<file path="config.mk">
export PLATFORM = sky130hd
export DESIGN_NAME = tdm_demux_1x4
export DESIGN_NICKNAME = d
export VERILOG_FILES = /design/src/rtl/tdm_demux_1x4.sv
export SDC_FILE = /design/constraint.sdc
export NUM_CORES = 1
export LEC_CHECK = 0
export ABC_AREA = 1
export BUFFER_PORTS_ARGS = -buffer_cell sky130_fd_sc_hd__clkbuf_2
export CORE_UTILIZATION = 59
export CTS_BUF_LIST = sky130_fd_sc_hd__clkbuf_8
export DETAILED_ROUTE_END_ITERATION = 8
export PLACE_DENSITY_LB_ADDON = 0.08
export SYNTH_ARGS = -nofsm -noshare
export SYNTH_HDL_FRONTEND = slang
export SYNTH_SLANG_ARGS = --single-unit
</file>
<file path="constraint.sdc">
create_clock -name clk -period 2 [get_ports clk]
set_input_delay 0.2 -clock clk [delete_from_list [all_inputs] [get_ports clk]]
set_output_delay 0.2 -clock clk [all_outputs]
set_load 0.1 [all_outputs]
</file>
<file path="src/rtl/tdm_demux_1x4.sv">
// ---------------------------------------------------------------------------
// tdm_demux_1x4
//   Receive end of a 4-slot TDM link. The transmitter sends channels a,b,c,d
//   as slots 0..3, one slot per slot_en strobe, and marks slot 0 with
//   frame_sync. A HUNT/VERIFY/LOCKED state machine acquires and tracks frame
//   alignment. Once locked, each complete frame is presented on a..d, with all
//   four channels updating together.
//
// Ports
//   clk          in   1       single clock, rising edge
//   rst_n        in   1       asynchronous active-low reset
//   slot_en      in   1       din carries one valid slot this cycle
//   din          in   DATA_W  slot data, sampled only when slot_en=1
//   frame_sync   in   1       marks slot 0, meaningful only when slot_en=1
//   a,b,c,d      out  DATA_W  channel outputs for slots 0..3 (registered)
//   frame_valid  out  1       one-cycle pulse: a..d just took a new frame
//   locked       out  1       high while in LOCKED
//   sync_err     out  1       one-cycle pulse: frame_sync missing or misplaced
// ---------------------------------------------------------------------------
module tdm_demux_1x4 #(
    parameter int DATA_W      = 8,
    parameter int LOCK_FRAMES = 2,
    parameter int LOSS_FRAMES = 2
) (
    input  logic              clk,
    input  logic              rst_n,
    input  logic              slot_en,
    input  logic [DATA_W-1:0] din,
    input  logic              frame_sync,
    output logic [DATA_W-1:0] a,
    output logic [DATA_W-1:0] b,
    output logic [DATA_W-1:0] c,
    output logic [DATA_W-1:0] d,
    output logic              frame_valid,
    output logic              locked,
    output logic              sync_err
);

    typedef enum logic [1:0] {
        ST_HUNT   = 2'd0,
        ST_VERIFY = 2'd1,
        ST_LOCKED = 2'd2
    } state_t;

    localparam logic [3:0] LOCK_TH = LOCK_FRAMES[3:0];
    localparam logic [3:0] LOSS_TH = LOSS_FRAMES[3:0];

    state_t            state_r;
    logic [1:0]        slot_cnt_r;
    logic [3:0]        good_cnt_r;
    logic [3:0]        bad_cnt_r;
    // Set once the current locked frame has already been counted as bad, so
    // further offences in the same frame do not count again.
    logic              bad_frame_r;
    // Slot 3 goes straight to d, so only slots 0..2 need holding.
    logic [DATA_W-1:0] shadow0_r;
    logic [DATA_W-1:0] shadow1_r;
    logic [DATA_W-1:0] shadow2_r;

    logic              slot0_s;
    logic              offence_s;
    logic              first_offence_s;
    logic              lose_lock_s;
    logic [3:0]        good_cnt_inc_s;
    logic [3:0]        bad_cnt_inc_s;

    // Decode of the current slot against the alignment counter.
    always_comb begin
        slot0_s         = (slot_cnt_r == 2'd0);
        // Offence: sync missing on the expected slot 0, or present elsewhere.
        offence_s       = slot0_s ? ~frame_sync : frame_sync;
        first_offence_s = offence_s & ~bad_frame_r;
        good_cnt_inc_s  = good_cnt_r + 4'd1;
        bad_cnt_inc_s   = bad_cnt_r + 4'd1;
        lose_lock_s     = first_offence_s & (bad_cnt_inc_s >= LOSS_TH);
    end

    // Alignment FSM, shadow capture and registered channel outputs.
    always_ff @(posedge clk or negedge rst_n) begin
        if (!rst_n) begin
            state_r     <= ST_HUNT;
            slot_cnt_r  <= 2'd0;
            good_cnt_r  <= 4'd0;
            bad_cnt_r   <= 4'd0;
            bad_frame_r <= 1'b0;
            shadow0_r   <= {DATA_W{1'b0}};
            shadow1_r   <= {DATA_W{1'b0}};
            shadow2_r   <= {DATA_W{1'b0}};
            a           <= {DATA_W{1'b0}};
            b           <= {DATA_W{1'b0}};
            c           <= {DATA_W{1'b0}};
            d           <= {DATA_W{1'b0}};
            frame_valid <= 1'b0;
            locked      <= 1'b0;
            sync_err    <= 1'b0;
        end else begin
            frame_valid <= 1'b0;
            sync_err    <= 1'b0;
            if (slot_en) begin
                case (state_r)
                    ST_HUNT: begin
                        if (frame_sync) begin
                            shadow0_r  <= din;
                            slot_cnt_r <= 2'd1;
                            good_cnt_r <= 4'd1;
                            state_r    <= ST_VERIFY;
                        end else begin
                            state_r    <= ST_HUNT;
                        end
                    end
                    ST_VERIFY: begin
                        if (slot0_s) begin
                            if (frame_sync) begin
                                shadow0_r  <= din;
                                slot_cnt_r <= 2'd1;
                                good_cnt_r <= good_cnt_inc_s;
                                if (good_cnt_inc_s >= LOCK_TH) begin
                                    state_r     <= ST_LOCKED;
                                    locked      <= 1'b1;
                                    bad_cnt_r   <= 4'd0;
                                    bad_frame_r <= 1'b0;
                                end else begin
                                    state_r     <= ST_VERIFY;
                                end
                            end else begin
                                sync_err   <= 1'b1;
                                state_r    <= ST_HUNT;
                                slot_cnt_r <= 2'd0;
                                good_cnt_r <= 4'd0;
                            end
                        end else if (frame_sync) begin
                            // Early sync: realign on it and restart the count.
                            sync_err   <= 1'b1;
                            shadow0_r  <= din;
                            slot_cnt_r <= 2'd1;
                            good_cnt_r <= 4'd1;
                        end else begin
                            slot_cnt_r <= slot_cnt_r + 2'd1;
                            case (slot_cnt_r)
                                2'd1:    shadow1_r <= din;
                                2'd2:    shadow2_r <= din;
                                default: shadow2_r <= shadow2_r;
                            endcase
                        end
                    end
                    ST_LOCKED: begin
                        sync_err <= offence_s;
                        if (lose_lock_s) begin
                            // Frame in flight is dropped; a..d keep the last frame.
                            state_r     <= ST_HUNT;
                            locked      <= 1'b0;
                            slot_cnt_r  <= 2'd0;
                            good_cnt_r  <= 4'd0;
                            bad_cnt_r   <= 4'd0;
                            bad_frame_r <= 1'b0;
                        end else begin
                            slot_cnt_r <= slot_cnt_r + 2'd1;
                            case (slot_cnt_r)
                                2'd0: begin
                                    shadow0_r   <= din;
                                    bad_frame_r <= bad_frame_r | offence_s;
                                    if (first_offence_s) begin
                                        bad_cnt_r <= bad_cnt_inc_s;
                                    end else begin
                                        bad_cnt_r <= bad_cnt_r;
                                    end
                                end
                                2'd1: begin
                                    shadow1_r   <= din;
                                    bad_frame_r <= bad_frame_r | offence_s;
                                    if (first_offence_s) begin
                                        bad_cnt_r <= bad_cnt_inc_s;
                                    end else begin
                                        bad_cnt_r <= bad_cnt_r;
                                    end
                                end
                                2'd2: begin
                                    shadow2_r   <= din;
                                    bad_frame_r <= bad_frame_r | offence_s;
                                    if (first_offence_s) begin
                                        bad_cnt_r <= bad_cnt_inc_s;
                                    end else begin
                                        bad_cnt_r <= bad_cnt_r;
                                    end
                                end
                                default: begin
                                    // Last slot: publish the whole frame at once.
                                    a           <= shadow0_r;
                                    b           <= shadow1_r;
                                    c           <= shadow2_r;
                                    d           <= din;
                                    frame_valid <= 1'b1;
                                    bad_frame_r <= 1'b0;
                                    if (!(bad_frame_r | offence_s)) begin
                                        bad_cnt_r <= 4'd0;
                                    end else if (first_offence_s) begin
                                        bad_cnt_r <= bad_cnt_inc_s;
                                    end else begin
                                        bad_cnt_r <= bad_cnt_r;
                                    end
                                end
                            endcase
                        end
                    end
                    default: begin
                        state_r    <= ST_HUNT;
                        locked     <= 1'b0;
                        slot_cnt_r <= 2'd0;
                    end
                endcase
            end else begin
                state_r <= state_r;
            end
        end
    end

endmodule

</file>
==> metrics.txt <==
antenna cells 0; Tightest Pin Transition 0.553 ns; number of global-route vias before repair 2635; router iterations before antenna repair 4; total gr overflow 0; status completed; Syn Std Cell Area 3440 µm²; ratio of cells with drive above 1 in the final layout 22.7%; fin crit period 1.95 ns; Cell Pwr Density 1260 nW/µm²; most frequent cells in the layout 183 x nand2_1, 70 x dfrtp_1, 45 x clkbuf_2; Die ar. 6150 µm²; TritonCTS buffer count 9; pre-CTS setup slack 0.0825 ns; Slew HR 63.3%; slowest stage delay, CP 0.44 ns; area grow syn2layout 20.8%; crit-path cells ha_1, nand2_1, nor2_4, nand2_2, nand2_4, nand4_4, clkbuf_16, o21ai_1; skew final 0.0102 ns; initial drt markers 220; synth top area cells dfrtp_1 52%, nand2_1 20%, ha_1 4.4%; I/O pin cnt 47; Synth Flop Type dfrtp_1; DRC 0; nets@finish 503; sinks on the clock net 72; placed instance area 3730 µm²; VDD IR-drop max 0.621 mV; DRT Wirelength 7980 µm; Buffers on Ports 46; Avg Cell Area, Syn 8.34 µm²; Worst EP required 2.27 ns; Hold Vio Cnt, Final 0; critical path peak fanout 8; total power 5.24 mW; Synth area leader dfrtp_1; Worst Hold Class in2reg; synthesis-stage register bit count 72; MaxCap Viol Count 0; crit path kind reg2reg; CTS tree done; drt wl/cell 14.4 µm; Starting Density 61.8%; Leak Pwr 2.34 nW; ys async rst share 100%; antenna violations before repair 0; largest net degree at the start of global routing 73; Core Area 5570 µm²; fin crit share 97.3%; Die X-Extent 78.4 µm; register area share after synthesis 52.3%; Top delay family on crit path simple AND/OR/NAND/NOR gates; num rows 27; Total GRT Usage 26.3%; post-route ant nets 0; critical path's slowest cell dfrtp_2; Fmax 514 MHz; setup TNS 0 ns; crit path capture type register; mux contribution to synthesized area 0%; WP buf/inv 1; CTS H-tree depth 3; post-synthesis xor/xnor area fraction 0%; Reg clk slew, reported paths 0.08 ns; Via-to-Cell Ratio 5.21; max-slew violations 0; YS warnings 0; top cell type's share of synthesized area 52.3%; GP Congestion 0.896; Root Driver clkbuf_8; Post-Synth Adder-Cell Area 4.36%; Die H 78.4 µm; setup violators final 0; critical path arrival 2.21 ns; Post-Syn Nets 437; post-synthesis compound-gate area fraction 5.99%; Clock Path Buffers 2; vias 2894; EDFF count, synth 0; commonest non-fill, non-tap cell in the layout nand2_1; Clk Latency, worst-skew pair 0.35 ns; CP Launch Type register; HPWL after detailed placement 4780 µm; simple-gate share of the synthesized area 29.5%; Distinct cells, synth 27; first-pass GRT wire length 12400 µm; cell area after layout 4160 µm²; largest family of logic cells by synthesized area simple AND/OR/NAND/NOR gates; Synth Instances 413; post-route setup slack 0.0536 ns
## path summary, 6_finish.rpt
| kind | startpoint | endpoint | slack [ns] | depth (start not counted) |
|---|---|---|---|---|
| max | bad_cnt_r[0]$_DFFE_PN0P_ | d[3]$_DFFE_PN0P_ | 0.05 | 8 |
| min | din[7] | shadow2_r[7]$_DFFE_PN0P_ | 0.11 | 3 |
| max reg2reg | bad_cnt_r[0]$_DFFE_PN0P_ | d[3]$_DFFE_PN0P_ | 0.05 | 8 |
| min reg2reg | shadow1_r[0]$_DFFE_PN0P_ | shadow1_r[0]$_DFFE_PN0P_ | 0.48 | 2 |
| max in group asynchronous | rst_n | shadow1_r[4]$_DFFE_PN0P_ | 1.28 | 3 |
| min in group asynchronous | rst_n | bad_cnt_r[1]$_DFFE_PN0P_ | 0.39 | 3 |
## timing repair
item | CTS | global route
endpoints found under the setup margin | 0 | 52
endpoints found under the hold margin | 72 | 0
resized for setup | 0 | 16
setup buffers | 0 | 6
hold buffers | 1 | 0
## through the flow
step | hold WS [ns] | utilization [%] | cells
after detailed placement | 0.256 | 67.0 | 527
after floorplan | -0.0956 | - | 413
after global routing | 0.105 | 74.7 | 556
after CTS | 0.100 | 70.8 | 544
after global placement | 0.255 | 67.0 | 527
final | 0.106 | 74.7 | 556
## Yosys cell counts (4+ instances only)
master,count
nor2_2,4
nand2_2,4
o21ai_0,20
o21ai_1,10
dfrtp_1,72
nand2_1,185
ha_1,12
nor2_1,11
nand4_1,5
buf_6,7
a21oi_1,7
nand3_1,16
inv_1,38
## power by group
part	leakage (nW)	switching, mW	internal (mW)	total, mW
registers	0.965	0.231	1.77	2.00
logic	1.28	1.43	0.635	2.06
clock network	0.0989	0.565	0.614	1.18
## state kept, by name (all words and copies together) (netlist names)
signal and flops:
sync_err 1, bad_cnt_r 4, frame_valid 1, shadow0_r 8, b 8, locked 1, shadow1_r 8, d 8
good_cnt_r 4, shadow2_r 8, a 8, bad_frame_r 1, c 8, state_r 2, slot_cnt_r 2
## cell type report
class / instances / area, µm²
clock buffer: 10 / 138
multi-input combinational: 288 / 1430
inverter: 42 / 165
fill: 448 / 1410
sequential: 72 / 1800
timing repair buffer: 66 / 472
tap: 72 / 90.1
clock inverter: 6 / 67.6
## per-layer routing
layer / track usage [%] / vias to the layer above / part of all wire, %
li1: - / 1417 / -
met1: 37.5 / 1372 / 47
met2: 41.1 / 91 / 47
met3: 5.00 / 14 / 4.4
met4: 8.33 / 0 / 1.7
met5: 0 / - / 0
## worst min-delay path, cell delays in order
cell and delay (ns):
clkbuf_2 0.11, nand2_1 0.06, nand2_1 0.04
## cell families after synthesis
logic type,count (synthesis)
buf+inv,53
simple gates,236
compound gates,40
fa+ha+maj,12
flops,72
No activity file was read; power rests on OpenSTA's default activity.
